$ cat config.mk
export PLATFORM = sky130hd
export DESIGN_NAME = serializador
export DESIGN_NICKNAME = d
export VERILOG_FILES = /design/src/rtl/serializador.sv
export SDC_FILE = /design/constraint.sdc
export NUM_CORES = 1
export LEC_CHECK = 0
export CAP_MARGIN = 25
export CORE_UTILIZATION = 25
export DETAILED_ROUTE_END_ITERATION = 8
export GPL_ROUTABILITY_DRIVEN = 0
export GPL_TIMING_DRIVEN = 0
export PLACE_DENSITY = 0.55
export SLEW_MARGIN = 20
export SYNTH_ARGS = -nofsm -noshare
export SYNTH_HDL_FRONTEND = slang
export SYNTH_SLANG_ARGS = --single-unit
$ cat constraint.sdc
create_clock -name clk -period 3.4 [get_ports clk]
set_clock_uncertainty 0.1 [all_clocks]
set_input_delay 0.68 -clock clk [delete_from_list [all_inputs] [get_ports clk]]
set_output_delay 0.68 -clock clk [all_outputs]
set_load 0.01 [all_outputs]
$ cat src/rtl/serializador.sv
// Parallel-in, serial-out transmitter: captures a WIDTH-bit word on inicio and
// shifts it out one bit per clock on saida, with load marking each valid bit.
module serializador #(
   parameter int WIDTH     = 8,
   parameter bit MSB_FIRST = 1'b1
) (
   input  logic             clk,
   input  logic             reset,
   input  logic [WIDTH-1:0] dado,
   input  logic             inicio,
   output logic             saida,
   output logic             load,
   output logic             ocupado,
   output logic             pronto
);

   localparam int CW = $clog2(WIDTH);
   localparam logic [CW-1:0] LAST = CW'(WIDTH - 1);

   typedef enum logic [1:0] {
      IDLE  = 2'd0,
      SHIFT = 2'd1,
      DONE  = 2'd2
   } state_t;

   state_t           state;
   logic [WIDTH-1:0] sr;
   logic [CW-1:0]    cnt;
   logic [WIDTH-1:0] sr_next;
   logic             next_bit;
   logic             first_bit;

   // The bit already on saida sits at the outgoing end of sr; the next one is its neighbour.
   always_comb begin
      sr_next   = '0;
      next_bit  = 1'b0;
      first_bit = 1'b0;
      if (MSB_FIRST) begin
         sr_next   = {sr[WIDTH-2:0], 1'b0};
         next_bit  = sr[WIDTH-2];
         first_bit = dado[WIDTH-1];
      end else begin
         sr_next   = {1'b0, sr[WIDTH-1:1]};
         next_bit  = sr[1];
         first_bit = dado[0];
      end
   end

   always_ff @(posedge clk) begin
      if (reset) begin
         state   <= IDLE;
         sr      <= '0;
         cnt     <= '0;
         saida   <= 1'b0;
         load    <= 1'b0;
         ocupado <= 1'b0;
         pronto  <= 1'b0;
      end else begin
         case (state)
            // The edge leaving DONE is the first idle edge, so a held inicio
            // restarts WIDTH+1 cycles after the previous accept.
            IDLE, DONE: begin
               pronto <= 1'b0;
               cnt    <= '0;
               if (inicio) begin
                  state   <= SHIFT;
                  sr      <= dado;
                  saida   <= first_bit;
                  load    <= 1'b1;
                  ocupado <= 1'b1;
               end else begin
                  state   <= IDLE;
                  saida   <= 1'b0;
                  load    <= 1'b0;
                  ocupado <= 1'b0;
               end
            end
            SHIFT: begin
               if (cnt == LAST) begin
                  state   <= DONE;
                  sr      <= '0;
                  cnt     <= '0;
                  saida   <= 1'b0;
                  load    <= 1'b0;
                  ocupado <= 1'b0;
                  pronto  <= 1'b1;
               end else begin
                  cnt   <= cnt + 1'b1;
                  sr    <= sr_next;
                  saida <= next_bit;
               end
            end
            default: begin
               state   <= IDLE;
               saida   <= 1'b0;
               load    <= 1'b0;
               ocupado <= 1'b0;
               pronto  <= 1'b0;
            end
         endcase
      end
   end

endmodule

[Word level (Yosys, flattened, before mapping)]
Cells that the tools add are included.
Word-level totals
  bits in registers: 15
  bits of input ports: 11
  output and inout port bits: 4
  word-level logic and storage cells: 32
Operators by class
  add/sub/neg operators: 1
  eq/ne operators: 5
  multiplexer cells: 14
  bitwise gates (word level): 1
  reductions and logical operators: 5
Operator list (count)
  $mux 7: 2
  $pmux 7 s2: 1
  $pmux 3 s2: 1
  $mux 1: 5
  $ne 2x2->1 const B: 2
  $pmux 1 s2: 2
  $pmux 2 s2: 1
  $reduce_or 2->1: 2
  $add 3x1->3 const B: 1
  $eq 3x3->1 const B: 1
  $mux 3: 1
  $eq 2x1->1 const B: 1
  $eq 2x2->1 const B: 1
  $logic_not 2->1: 1
  $mux 2: 1
  $reduce_and 2->1: 1
  $reduce_bool 2->1: 1
  $not 1->1: 1

[Longest topological paths before layout]
  depth after elaboration: 4
  depth in mapped cells: 6
  depth with buffers taken out: 5

[Worst setup path after synthesis]
No wires, ideal clock.
  path kind: input port to flip-flop
  start: in inicio
  end: reg sr[2]
  setup time: 0.132 ns
  arrival time: 1.139 ns
  data required time: 3.168 ns
  setup slack: 2.029 ns
  stages on the path: 4
  path buffers: 1
  cells stage by stage: nor2b_1 > buf_2 > nor3_1 > nor3_1
On the way
  cells in the longest elaborated chain, start to end: 2
Ends and longest elaborated chain
  start, declared: line 10  | input logic inicio,
  $ne 2x2->1 (no source line)
  $reduce_and 2->1 (no source line)
  end signal, assigned: line 67  | sr <= dado;
  end signal, assigned: line 89  | sr <= sr_next;
  end, declared: line 27  | logic [WIDTH-1:0] sr;
Every way passes these cells.
A chain may end at the register's enable or synchronous reset.

[Final worst setup path]
  start: reg ocupado
  end: out ocupado
RTL lines
  start, declared: line 13  | output logic ocupado,
  start signal, assigned: line 56  | ocupado <= 1'b0;
  start signal, assigned: line 70  | ocupado <= 1'b1;
  start signal, assigned: line 75  | ocupado <= 1'b0;
No word-level cell between the ends.

==> flow_summary.toml <==
[outcome]
status = "finished clean"

[synthesis]
synth_compound_area_share_pct = 10.5
avgSynthCellArea_um2 = 9.00
synth_top_family_by_area = "simple AND/OR/NAND/NOR gates"
ys_warn_count = 0
synth_nets = 86
synth_area_um2 = 657
yosysTopAreaCellShare_pct = 45.7
muxShareOfSynthArea_pct = 3.05
synth-simple-area-share_pct = 29.1
synth.distinct_cells = 20
ys_seq_elements = 15
synth_fa_ha_area_share_pct = 3.81
yosysTopAreaCell = "dfxtp_1"
synthCells = 73
synth_xor_area_share_pct = 0
synth-seq-area-share_pct = 45.7
synthTopCellsByArea = "dfxtp_1, nor3_1, nor2b_1"

[detailed_routing]
vias = 566
dr.first_iter.drc_count = 2
antenna_left = 0
wl_per_cell_um = 11.2
dr.pass1.iters = 4
drc = 0
viasPerCell = 4.68
totalWireLength_um = 1360

[power_and_ir_drop]
leakagePower_nw = 0.333
switching_share_pct = 25.7
combPwrFrac_pct = 17.8
power_frac_clock_pct = 28.4
power_w = 0.000359
p_per_area_nw_per_um2 = 417
p_sw_w = 0.0000924
ir_drop_mv = 0.190
p_int_w = 0.000267
pwr-share-seq_pct = 53.8

[grt]
grt_pass1_vias = 547
grt_pass1_wl_um = 2220
grt-ovfl-total = 0
grt_max_degree = 11
antenna_found_initial = 0
track_usage_pct = 10.9

[worst_setup_path]
crit_required_ns = 2.62
worstReg2RegStart = "cnt[0]$_SDFFE_PP0P_"
ff2ff_path_depth = 6
critPathKind = "reg -> out"
cp.arrival_ns = 1.27
cp_max_fo = 3
endpoint_kind = "output pin"
timing.reg2reg.setup_slack_ns = 1.91
r2r_end = "saida$_SDFF_PP0_"
crit_path_start_kind = "register"

[clock_tree]
clockBufferDepth = 2
clkTransAtPathRegs_ns = 0.10
cts-resized-gates = 0
cts_max_level = 1
cts_sinks = 15
cts-buffers-inserted = 3
ctsHoldBuffers = 0
clk_latency_ns = 0.28
post_cts_buffers = 0
cts_tree = "built"
clock-root-buffer = "clkbuf_4"

[floorplanning]
fp.dieH_um = 53.3
dieArea_um2 = 2840
start_util_pct = 26.5
core_area_um2 = 2480
rows = 18
num_io_pins = 15
fp.dieW_um = 53.3

[job]
max-cap-violations = 0

[sta]
tns_ns = 0
drv_slew = 0
timing_hold_violations_final = 0
holdWs_ns = 0.370
maxSlewHeadroom_pct = 67.8
layout_setup_ws_ns = 1.35
setup_viol = 0
worst_pin_slew_ns = 0.482
fmax_mhz = 487
fin_crit_ns = 2.05
timing.final.crit_share_pct = 60.4
rsz0062_at_grt = "false"

[layout]
final_util_pct = 34.8
syn2layout_area_growth_pct = 31.2
layout_common_cells = "dfxtp_1, nor3_1, clkdlybuf4s50_1"
final_common_cell = "dfxtp_1"
drive_above_1_share_pct = 12.1
n_antenna_cell = 0
nNetsFinal = 105

[placed_design]
io_buffers = 14
dp_hpwl_um = 941
dp_worst_setup_slack_ns = 1.42

[worst_hold_path]
min_path_type = "reg -> reg"
min_to = "sr[0]$_SDFFE_PP0P_"
hold_depth = 2
hold_path_startpoint = "sr[0]$_SDFFE_PP0P_"
-- state kept, by name, indices dropped and copies added (netlist names) --
signal,cells
state,2
sr,7
saida,1
cnt,3
pronto,1
ocupado,1
-- worst max-delay path by stage --
stage / depth (start not counted) / from / end
floorplan: 4 / inicio / sr[2]$_SDFFE_PP0P_
global placement: 3 / reset / sr[2]$_SDFFE_PP0P_
detailed placement: 3 / reset / sr[2]$_SDFFE_PP0P_
CTS: 2 / ocupado$_SDFFE_PP0P_ / ocupado
global route: 2 / ocupado$_SDFFE_PP0P_ / ocupado
finish: 2 / ocupado$_SDFFE_PP0P_ / ocupado
-- cell usage after synthesis (all sizes together) --
cell,number
a21oi,3
a32oi,1
and2b,1
buf,6
clkbuf,1
dfxtp,15
ha,2
mux2i,2
nand2,1
nand2b,3
nand3,1
nand3b,1
nor2,7
nor2b,7
nor3,14
nor3b,1
o21a,1
o22ai,6
-- area by class of cell --
| class | count | area, um2 |
|---|---|---|
| Timing Repair Buffer | 14 | 140 |
| Buffer | 7 | 51.3 |
| Multi-Input combinational cell | 51 | 305 |
| Tap cell | 30 | 37.5 |
| Sequential cell | 15 | 300 |
| Clock inverter | 1 | 5.00 |
| Fill cell | 279 | 1620 |
| Clock buffer | 3 | 22.5 |
-- critical path: stages, from the launching register on --
cell             delay, ns
dfxtp_1               0.36
buf_4                 0.11
clkdlybuf4s50_1       0.52
-- stage by stage --
stage          instance area [um2]  std cells
6_report                       862        121
5_1_grt                        862        121
4_1_cts                        862        121
3_5_place_dp                   835        117
3_3_place_gp                   835        117
2_1_floorplan                  657         73
-- power groups by stage --
stage	logic [W]	clock network [W]	registers, W
2_1_floorplan	0.0000393	0	0.000197
3_3_place_gp	0.0000634	0	0.000197
3_5_place_dp	0.0000637	0	0.000197
4_1_cts	0.0000641	0.000107	0.000193
5_1_grt	0.0000702	0.000115	0.000195
6_report	0.0000639	0.000102	0.000193
-- kinds of logic (layout without fill, tap and decap cells) --
family,after synthesis,after routing
simple gates,36,36
mux,2,2
buf+inv,7,25
fa+ha+maj,2,2
compound gates,11,11
flops,15,15
-- per-layer routing --
layer  vias up  share of wire (%)  wire length, um  track usage, %
met3         0                4.9               67            1.72
met2        13                 46              626            18.3
met1       264                 49              662            13.8
li1        289                  -                -               -
met4         0                  0                0            3.95
met5         -                  0                0               0
Power figures use the tool's default switching activity.
